[config.mk]
export PLATFORM = sky130hd
export DESIGN_NAME = vga_sync_gen
export DESIGN_NICKNAME = d
export VERILOG_FILES = /design/src/rtl/vga_sync_gen.sv
export SDC_FILE = /design/constraint.sdc
export NUM_CORES = 1
export LEC_CHECK = 0
export ABC_CLOCK_PERIOD_IN_PS = 2300
export CORE_ASPECT_RATIO = 1.75
export CORE_MARGIN = 10
export CORE_UTILIZATION = 45
export DETAILED_ROUTE_END_ITERATION = 10
export PLACE_DENSITY = 0.76
export SETUP_SLACK_MARGIN = 0.15
export SLEW_MARGIN = 30
export SYNTH_ARGS = -nofsm -noshare
export SYNTH_HDL_FRONTEND = slang
export SYNTH_SLANG_ARGS = --single-unit
[constraint.sdc]
create_clock -name clk -period 2.3 [get_ports clk]
set_input_delay 0.575 -clock clk [delete_from_list [all_inputs] [get_ports clk]]
set_output_delay 0.575 -clock clk [all_outputs]
set_load 0.1 [all_outputs]
[src/rtl/vga_sync_gen.sv]
// VGA timing generator: h/v counters, sync decode and a registered
// TinyVGA PMOD output word with colour blanked outside the visible area.
module vga_sync_gen #(
  parameter int unsigned H_ACTIVE = 640,
  parameter int unsigned H_FRONT  = 16,
  parameter int unsigned H_SYNC   = 96,
  parameter int unsigned H_BACK   = 48,
  parameter int unsigned V_ACTIVE = 480,
  parameter int unsigned V_FRONT  = 10,
  parameter int unsigned V_SYNC   = 2,
  parameter int unsigned V_BACK   = 33
) (
  input  logic       clk,
  input  logic       rst,
  input  logic       ena,
  input  logic [5:0] rgb_in,
  output logic [9:0] hpos,
  output logic [9:0] vpos,
  output logic       display_on,
  output logic       frame_start,
  output logic [7:0] uo_out
);

  localparam int unsigned CW      = 10;
  localparam int unsigned H_TOTAL = H_ACTIVE + H_FRONT + H_SYNC + H_BACK;
  localparam int unsigned V_TOTAL = V_ACTIVE + V_FRONT + V_SYNC + V_BACK;

  localparam logic [CW-1:0] H_LAST  = CW'(H_TOTAL - 1);
  localparam logic [CW-1:0] V_LAST  = CW'(V_TOTAL - 1);
  localparam logic [CW-1:0] H_VIS   = CW'(H_ACTIVE);
  localparam logic [CW-1:0] V_VIS   = CW'(V_ACTIVE);
  localparam logic [CW-1:0] HS_BEG  = CW'(H_ACTIVE + H_FRONT);
  localparam logic [CW-1:0] HS_END  = CW'(H_ACTIVE + H_FRONT + H_SYNC);
  localparam logic [CW-1:0] VS_BEG  = CW'(V_ACTIVE + V_FRONT);
  localparam logic [CW-1:0] VS_END  = CW'(V_ACTIVE + V_FRONT + V_SYNC);
  localparam logic [7:0]    UO_IDLE = 8'h88;

  logic [CW-1:0] h;
  logic [CW-1:0] v;
  logic [CW-1:0] h_next;
  logic [CW-1:0] v_next;
  logic          hsync_raw;
  logic          vsync_raw;
  logic [7:0]    pix;

  // Next counter values: h wraps at end of line, v steps only on that wrap.
  always_comb begin
    h_next = h + CW'(1);
    v_next = v;
    if (h == H_LAST) begin
      h_next = '0;
      if (v == V_LAST) begin
        v_next = '0;
      end else begin
        v_next = v + CW'(1);
      end
    end
  end

  // Position decode: visible area, frame origin and active-low syncs.
  always_comb begin
    hpos        = h;
    vpos        = v;
    display_on  = (h < H_VIS) && (v < V_VIS);
    frame_start = (h == '0) && (v == '0);
    hsync_raw   = !((h >= HS_BEG) && (h < HS_END));
    vsync_raw   = !((v >= VS_BEG) && (v < VS_END));
  end

  // PMOD word: {hs, B0, G0, R0, vs, B1, G1, R1}; colour forced to 0 when blanked.
  always_comb begin
    pix = {hsync_raw, 3'b000, vsync_raw, 3'b000};
    if (display_on) begin
      pix[6] = rgb_in[0];
      pix[5] = rgb_in[2];
      pix[4] = rgb_in[4];
      pix[2] = rgb_in[1];
      pix[1] = rgb_in[3];
      pix[0] = rgb_in[5];
    end
  end

  // Counters and output register; reset wins over ena, ena low freezes all.
  always_ff @(posedge clk) begin
    if (rst) begin
      h      <= '0;
      v      <= '0;
      uo_out <= UO_IDLE;
    end else if (ena) begin
      h      <= h_next;
      v      <= v_next;
      uo_out <= pix;
    end
  end

endmodule

==> impl_metrics.env, run 1 <==
export IMPL_cts_inserted_buffers=3
export IMPL_outcome="complete, no violations"
export IMPL_clockBufferDepth=2
export IMPL_worst_setup_path_type="reg2out"
export IMPL_finalCriticalPeriod_ns=2.269
export IMPL_h_tree_depth=1
export IMPL_portBuffers=38
export IMPL_start_util_pct=46.85
export IMPL_rr_startpoint="hpos[0]$_SDFFE_PP0P_"
export IMPL_grt_usage_pct=15.47
export IMPL_post_synth_cell_area_avg_sq_um=8.530
export IMPL_firstDrtPassIters=4
export IMPL_hold_depth=2
export IMPL_holdBufCountCts=0
export IMPL_drcViolationCount=0
export IMPL_rr_worst_depth=7
export IMPL_layout_commonest_cell="buf_4"
export IMPL_drtIter0Drc=28
export IMPL_worstMarginPinSlew_ns=0.3399
export IMPL_yosys_most_used_dff="dfxtp_1"
export IMPL_fill_cells=234
export IMPL_drive_gt1_share_pct=43.98
export IMPL_ys_warn_count=0
export IMPL_synth_edf_count=0
export IMPL_antenna_found_initial=0
export IMPL_synth_cell_types=36
export IMPL_area_growth_pct=53.87
export IMPL_ys_ff_latch=28
export IMPL_start_kind="flop"
export IMPL_grt_max_degree=21
export IMPL_fin_tns_setup_ns=0
export IMPL_rows=26
export IMPL_post_route_period_util_pct=98.65
export IMPL_syn_nets=172
export IMPL_async_flop_share_pct=0
export IMPL_antenna_left=0
export IMPL_cts_sinks=28
export IMPL_hpwlAfterDp_microns=3182
export IMPL_slew_violations=0
export IMPL_diodes=0
export IMPL_ir_drop_mv=0.4227
export IMPL_synth_cells=159
export IMPL_gp_congestion=0.9176
export IMPL_utilization_pct=72.08
export IMPL_critPathCaptureType="primary output"
export IMPL_via_per_inst=5.963
export IMPL_setup_viol=0
export IMPL_ioPinCount=39
export IMPL_synth_seq_area_share_pct=41.33
export IMPL_die_height_microns=92.63
export IMPL_worstPathRequired_ns=1.73
export IMPL_nNetsFinal=230
export IMPL_min_path_type="reg2reg"
export IMPL_clk_latency_ns=0.28
export IMPL_relSlewSlack_pct=77.13
export IMPL_tritoncts="yes"
export IMPL_crit_start="vpos[2]$_SDFFE_PP0P_"
export IMPL_die_x_microns=61.50
export IMPL_wl_microns=4272
export IMPL_grt_pass1_wl_microns=7031
export IMPL_hp_start="uo_out[2]$_SDFFE_PP0P_"
export IMPL_fin_worst_skew_ns=0.001066
export IMPL_path_clk_slew_ns=0.09
export IMPL_grt_overflow=0
export IMPL_critPathMaxFanout=4
export IMPL_vias=1455
export IMPL_fmaxAchievable_ghz=0.4407
export IMPL_finalHoldViolations=0
export IMPL_final_cell_mix="50 x buf_4, 17 x a21oi_1, 15 x dfxtp_4, 12 x nor2_1, 11 x nand3_1"
export IMPL_power_density_mw_per_mm2=472.9
export IMPL_root_buffer="clkbuf_8"
export IMPL_die_area_sq_mm=0.005696
export IMPL_rsz0062_at_grt="yes"
export IMPL_synth_area_sq_mm=0.001356
export IMPL_arrival_ns=1.69
export IMPL_core_area_sq_mm=0.002895
export IMPL_wl_per_cell_microns=17.51
export IMPL_grt_pass1_vias=1498
export IMPL_leakagePower_nw=0.8507
export IMPL_max_cap_violations=0
## final timing paths
path	end	slack (ns)
max	frame_start	0.03
max reg2reg	vpos[7]$_SDFFE_PP0P_	0.20
min reg2reg	uo_out[2]$_SDFFE_PP0P_	0.48
min	uo_out[2]$_SDFFE_PP0P_	0.48
## state kept, by name (all words and copies together) (netlist names)
name,flops
hpos,10
vpos,10
uo_out,8
## cells by family (layout without fill, tap and decap cells)
logic type / after synthesis / after routing / share of synthesized area [%]
AO/OA/AOI/OAI: 31 / 31 / 13.38
flip-flops: 28 / 28 / 41.33
adder cells (fa/ha/maj): 4 / 4 / 3.690
XOR/XNOR: 8 / 8 / 5.166
AND/OR/NAND/NOR: 74 / 74 / 31.92
multiplexers: 1 / 1 / 0.7380
buffers and inverters: 13 / 70 / 3.782
## timing repair
item                                    in CTS  in global routing
pin swaps                                    4                  4
resized for setup                           13                  5
buffers inserted                             7                  9
cloned                                       0                  0
endpoints found under the setup margin       6                  4
## synth_stat cells (6+ instances only)
library cell / instances / area (sq um)
a21oi_1: 17 / 85.08
clkbuf_1: 6 / 22.52
dfxtp_1: 28 / 560.5
nand2_1: 7 / 26.28
nand2b_1: 7 / 43.79
nand3_1: 11 / 55.05
nor2_1: 12 / 45.04
## power by group
group	internal [mW]	switching (mW)
Combinational	0.0622	0.133
Clock	0.154	0.154
Sequential	0.479	0.00557
Total	0.695	0.292
## worst max-delay path: stages, from the launching register on
cell and delay [ns]:
dfxtp_4 0.36, or4_4 0.54, nor4_4 0.29, buf_12 0.22
## metal layers
metal	vias up	routed length [microns]	GRT usage, %
met5	-	0	0
met4	0	106	6.554
met3	10	279	4.241
met2	53	2413	28.03
met1	702	1472	15.37
li1	690	-	-
## through the flow
step | instance area, sq um | setup WS [ns] | hold slack (ns) | total power [mW] | std cells
after floorplan | 1473 | -0.3496 | 0.6400 | 0.6341 | 159
after global placement | 1854 | -0.1894 | 0.4590 | 0.6880 | 224
after detailed placement | 1854 | -0.2471 | 0.4619 | 0.6910 | 224
after CTS | 2012 | 0.04418 | 0.4782 | 0.9982 | 235
after global routing | 2087 | -0.006196 | 0.5128 | 1.031 | 244
final | 2087 | 0.03097 | 0.4767 | 0.9870 | 244
## layout make-up
cell class,instances,area (sq um),share of cell area [%]
multi-input cells,118,845.8,40.53
repair buffers,61,509.2,24.40
well taps,28,35.03,1.679
inverters,5,18.77,0.8993
flip-flops and latches,28,623.1,29.86
clock buffers,4,55.05,2.638
Power figures use the tool's default switching activity.
==> run 2, diff against run 1 <==
Settings changed: CORE_UTILIZATION 45 to 25, PLACE_DENSITY 0.76 to unset, SETUP_SLACK_MARGIN 0.15 to 0.4.
==> impl_metrics.env, run 2 (synthesis gave the netlist of run 1 again) <==
export IMPL_outcome="complete, no violations"
export IMPL_layout_commonest_cell="buf_4"
export IMPL_critPathMaxFanout=4
export IMPL_rr_worst_depth=5
export IMPL_hpwlAfterDp_microns=3123
export IMPL_gp_congestion=0.7704
export IMPL_whs_endpoint="uo_out[1]$_SDFFE_PP0P_"
export IMPL_ir_drop_mv=0.3083
export IMPL_fill_cells=539
export IMPL_multi_input_area_sq_um=874.6
export IMPL_antenna_left=0
export IMPL_portBuffers=38
export IMPL_min_path_type="reg2reg"
export IMPL_rows=35
export IMPL_clk_latency_ns=0.28
export IMPL_fin_worst_skew_ns=0.009643
export IMPL_grt_pass1_wl_microns=6962
export IMPL_worst_setup_path_type="reg2out"
export IMPL_via_per_inst=5.092
export IMPL_pre_cts_ws_ns=-0.1890
export IMPL_path_clk_slew_ns=0.11
export IMPL_diodes=0
export IMPL_arrival_ns=1.70
export IMPL_slew_violations=0
export IMPL_fmaxAchievable_ghz=0.4386
export IMPL_area_growth_pct=60.15
export IMPL_core_area_sq_mm=0.005255
export IMPL_seq_area_sq_um=628.1
export IMPL_drcViolationCount=0
export IMPL_whs_ns=0.4770
export IMPL_hp_start="uo_out[1]$_SDFFE_PP0P_"
export IMPL_utilization_pct=41.33
export IMPL_final_cell_mix="51 x buf_4, 17 x dfxtp_4, 15 x a21oi_1, 12 x nor2_1, 11 x nand3_1"
export IMPL_wl_microns=4238
export IMPL_die_height_microns=117.4
export IMPL_finalHoldViolations=0
export IMPL_grt_usage_pct=9.633
export IMPL_critPathCaptureType="primary output"
export IMPL_reg2reg_slack_ns=0.31
export IMPL_h_tree_depth=1
export IMPL_start_kind="flop"
export IMPL_ioPinCount=39
export IMPL_root_buffer="clkbuf_8"
export IMPL_antenna_found_initial=0
export IMPL_drtIter0Drc=39
export IMPL_finalPower_mw=1.031
export IMPL_leakagePower_nw=0.8685
export IMPL_final_setup_worst_slack_ns=0.02007
export IMPL_setup_viol=0
export IMPL_vias=1385
export IMPL_cts_inserted_buffers=3
export IMPL_fin_tns_setup_ns=0
export IMPL_wl_per_cell_microns=15.58
export IMPL_worstPathRequired_ns=1.73
export IMPL_relSlewSlack_pct=78.55
export IMPL_drive_gt1_share_pct=46.54
export IMPL_nNetsFinal=231
export IMPL_hold_depth=2
export IMPL_grt_pass1_vias=1434
export IMPL_cts_sinks=28
export IMPL_max_cap_violations=0
export IMPL_clockBufferDepth=2
export IMPL_tritoncts="yes"
export IMPL_firstDrtPassIters=4
export IMPL_power_density_mw_per_mm2=474.8
export IMPL_grt_overflow=0
export IMPL_worstMarginPinSlew_ns=0.3187
export IMPL_post_route_period_util_pct=99.13
export IMPL_reg2reg_to="vpos[6]$_SDFFE_PP0P_"
export IMPL_start_util_pct=25.81
export IMPL_die_x_microns=75.68
export IMPL_rr_startpoint="hpos[7]$_SDFFE_PP0P_"
export IMPL_holdBufCountCts=0
export IMPL_rsz0062_at_grt="yes"
export IMPL_die_area_sq_mm=0.008887
export IMPL_finalCriticalPeriod_ns=2.280
export IMPL_grt_max_degree=21
## run 2: cell count changes in the layout (fill, tap and decap cells not counted), moves of 2 or more
cell,previous run,this run
dfxtp_2,5,3
o31ai_1,5,3
or4_1,3,1
a21oi_2,1,3
or4_4,3,5
dfxtp_4,15,17
a21oi_1,17,15
## run 2: final cells by class
| type | instances | area share, % |
|---|---|---|
| inverters | 5 | 0.9793 |
| well taps | 55 | 3.168 |
| multi-input cells | 118 | 40.27 |
| repair buffers | 62 | 23.62 |
| clock buffers | 4 | 3.053 |
| flip-flops and latches | 28 | 28.92 |
## run 2: power by group
group	switching, mW	internal, mW	leakage, nW	total, mW
Sequential	0.00553	0.477	0.242	0.482
Combinational	0.133	0.0642	0.593	0.197
Clock	0.162	0.190	0.0339	0.352
Total	0.301	0.730	0.869	1.03
## run 2: worst max-delay path by stage
stage | slack, ns | startpoint | to
2_1_floorplan | -0.35 | hpos[7]$_SDFFE_PP0P_ | frame_start
3_3_place_gp | -0.17 | ena | vpos[6]$_SDFFE_PP0P_
3_5_place_dp | -0.19 | ena | vpos[6]$_SDFFE_PP0P_
4_1_cts | 0.05 | hpos[0]$_SDFFE_PP0P_ | frame_start
5_1_grt | -0.02 | hpos[7]$_SDFFE_PP0P_ | frame_start
6_report | 0.02 | hpos[7]$_SDFFE_PP0P_ | frame_start
## run 2: critical path, stage by stage, from the launching register on
cell and delay (ns):
dfxtp_4 0.36, or4_4 0.55, nor4_4 0.30, buf_12 0.22
## run 2: metrics by stage
step                      std cells  area (sq um)
after CTS                       267          2101
final                           272          2172
after detailed placement        254          1921
after global routing            272          2172
after floorplan                 159          1494
after global placement          254          1921
## run 2: routing by layer
layer  GRT usage (%)  vias up  wire (microns)
li1                -      694               -
met3           2.363        4             205
met2           17.30       25            2336
met5               0        -               0
met1           10.34      662            1644
met4           2.921        0              52
## run 2: timing repair
item | CTS | global route
pin swaps | 7 | 5
setup buffers | 9 | 5
setup endpoints to repair | 18 | 8
resized for setup | 14 | 7
==> run 3, diff against run 2 <==
Settings changed: ABC_CLOCK_PERIOD_IN_PS 2300 to unset, CAP_MARGIN set to 5.
Clock period 2.3 ns to 2.85 ns, I/O delays scaled along.
==> impl_metrics.env, run 3 (synthesis gave the netlist of run 1 again) <==
export IMPL_outcome="complete, no violations"
export IMPL_cts_sinks=28
export IMPL_layout_commonest_cell="buf_4"
export IMPL_die_area_sq_mm=0.008887
export IMPL_hpwlAfterDp_microns=3030
export IMPL_min_path_type="reg2reg"
export IMPL_ioPinCount=39
export IMPL_clk_latency_ns=0.28
export IMPL_path_clk_slew_ns=0.10
export IMPL_portBuffers=38
export IMPL_fin_tns_setup_ns=0
export IMPL_core_area_sq_mm=0.005255
export IMPL_finalInstanceArea_sq_mm=0.001972
export IMPL_vias=1348
export IMPL_die_x_microns=75.68
export IMPL_crit_buf_inv=1
export IMPL_clockBufferDepth=2
export IMPL_critical_path_top_delay_family="simple AND/OR/NAND/NOR gates"
export IMPL_drcViolationCount=0
export IMPL_wl_microns=3938
export IMPL_via_per_inst=5.165
export IMPL_leakagePower_nw=0.7909
export IMPL_finalHoldViolations=0
export IMPL_worstMarginPinSlew_ns=0.3988
export IMPL_diodes=0
export IMPL_root_buffer="clkbuf_8"
export IMPL_area_growth_pct=45.39
export IMPL_setup_viol=0
export IMPL_critPathMaxFanout=8
export IMPL_antenna_found_initial=0
export IMPL_power_switching_mw=0.2398
export IMPL_tritoncts="yes"
export IMPL_post_route_period_util_pct=84.83
export IMPL_cp_cell_sequence="or4_4 > nor4_4 > buf_12"
export IMPL_die_height_microns=117.4
export IMPL_fill_cells=547
export IMPL_max_cap_violations=0
export IMPL_slew_violations=0
export IMPL_h_tree_depth=1
export IMPL_cpPeakStageDelay_ns=0.53
export IMPL_clockPowerShare_pct=34.2
export IMPL_antenna_left=0
export IMPL_grt_pass1_wl_microns=6651
export IMPL_final_cell_mix="42 x buf_4, 17 x a21oi_1, 12 x nor2_1, 12 x dfxtp_2, 11 x nand3_1"
export IMPL_fmaxAchievable_ghz=0.4136
export IMPL_critPathCaptureType="primary output"
export IMPL_switching_share_pct=28.83
export IMPL_cts_inserted_buffers=3
export IMPL_fin_worst_skew_ns=0.005600
export IMPL_finalCriticalPeriod_ns=2.418
export IMPL_power_density_mw_per_mm2=421.9
export IMPL_worst_setup_path_type="reg2out"
export IMPL_power_internal_mw=0.5921
export IMPL_wl_per_cell_microns=15.09
export IMPL_grt_pass1_vias=1361
export IMPL_ir_drop_mv=0.2752
export IMPL_drtIter0Drc=53
export IMPL_worstPathRequired_ns=2.14
export IMPL_rsz0062_at_grt="yes"
export IMPL_rows=35
export IMPL_grt_max_degree=21
export IMPL_holdBufCountCts=0
export IMPL_relSlewSlack_pct=73.33
export IMPL_start_util_pct=25.81
export IMPL_drive_gt1_share_pct=38.83
export IMPL_grt_overflow=0
export IMPL_gp_congestion=0.8011
export IMPL_crit_slowest_cell="or4_4"
export IMPL_firstDrtPassIters=4
export IMPL_grt_usage_pct=9.228
export IMPL_nNetsFinal=220
export IMPL_combPwrFrac_pct=17.8
export IMPL_dpl_cell_area_sq_mm=0.001823
export IMPL_start_kind="flop"
export IMPL_arrival_ns=1.71
export IMPL_seqPwrFrac_pct=48.0
## run 3: cell types whose count changed in the layout (fill, tap and decap cells not counted), moves of 2 or more
cell and delta:
o31ai_1 +2, dfxtp_4 -9, ha_4 -2, buf_4 -9, dfxtp_2 +9, or4_1 +2
a21oi_2 -2, or4_4 -2, a21oi_1 +2
## run 3: through the flow
step / power [mW] / hold slack (ns) / instances / worst slack, ns / utilization (%)
global placement: 0.5582 / 0.4611 / 250 / 0.1635 / 34.69
detailed placement: 0.5583 / 0.4675 / 250 / 0.1540 / 34.69
CTS: 0.8456 / 0.4831 / 258 / 0.4114 / 37.02
floorplan: 0.5133 / 0.6400 / 159 / 0.06287 / -
finish: 0.8319 / 0.4802 / 261 / 0.4324 / 37.52
global route: 0.8659 / 0.5041 / 261 / 0.3839 / 37.52
## run 3: worst paths after layout
check / startpoint / to / slack, ns / cells after the start
setup / recovery: vpos[2]$_SDFFE_PP0P_ / frame_start / 0.43 / 3
hold / removal: uo_out[5]$_SDFFE_PP0P_ / uo_out[5]$_SDFFE_PP0P_ / 0.48 / 2
setup reg to reg: hpos[0]$_SDFFE_PP0P_ / vpos[6]$_SDFFE_PP0P_ / 0.88 / 5
hold reg to reg: uo_out[5]$_SDFFE_PP0P_ / uo_out[5]$_SDFFE_PP0P_ / 0.48 / 2
## run 3: worst register-to-register path, delay by kind of cell, from the launching register on
| kind | cells | cell delay (ns) |
|---|---|---|
| DFF | 1 | 0.38 |
| and+or+nand+nor | 3 | 1.21 |
| AOI/OAI and AO/OA | 1 | 0.14 |
| adders and majority gates | 1 | 0.19 |
## run 3: power groups by stage
stage / combinational (mW) / sequential (mW) / clock, mW
6_report: 0.148 / 0.399 / 0.284
3_5_place_dp: 0.149 / 0.410 / 0
5_1_grt: 0.155 / 0.401 / 0.310
3_3_place_gp: 0.148 / 0.410 / 0
2_1_floorplan: 0.0490 / 0.464 / 0
4_1_cts: 0.151 / 0.400 / 0.295
## run 3: layout make-up
type	instances	area, sq um	area share (%)
tap	55	68.82	3.490
timing repair buffer	51	415.4	21.07
inverter	5	18.77	0.9518
multi-input combinational	118	797.0	40.42
sequential	28	605.6	30.71
clock buffer	4	66.31	3.363
## run 3: routing by layer
layer,share of wire (%),up-vias,track usage [%]
li1,-,670,-
met1,39,635,9.763
met2,53,36,16.29
met3,5.2,7,2.110
met4,2.4,0,3.972
met5,0,-,0
## run 3: repair_timing
item                                    CTS  global route
hold endpoints to repair                  0             0
setup buffers                             4             3
endpoints found under the setup margin    1             3
pin swaps                                 3             1
gates resized for setup                   7             1
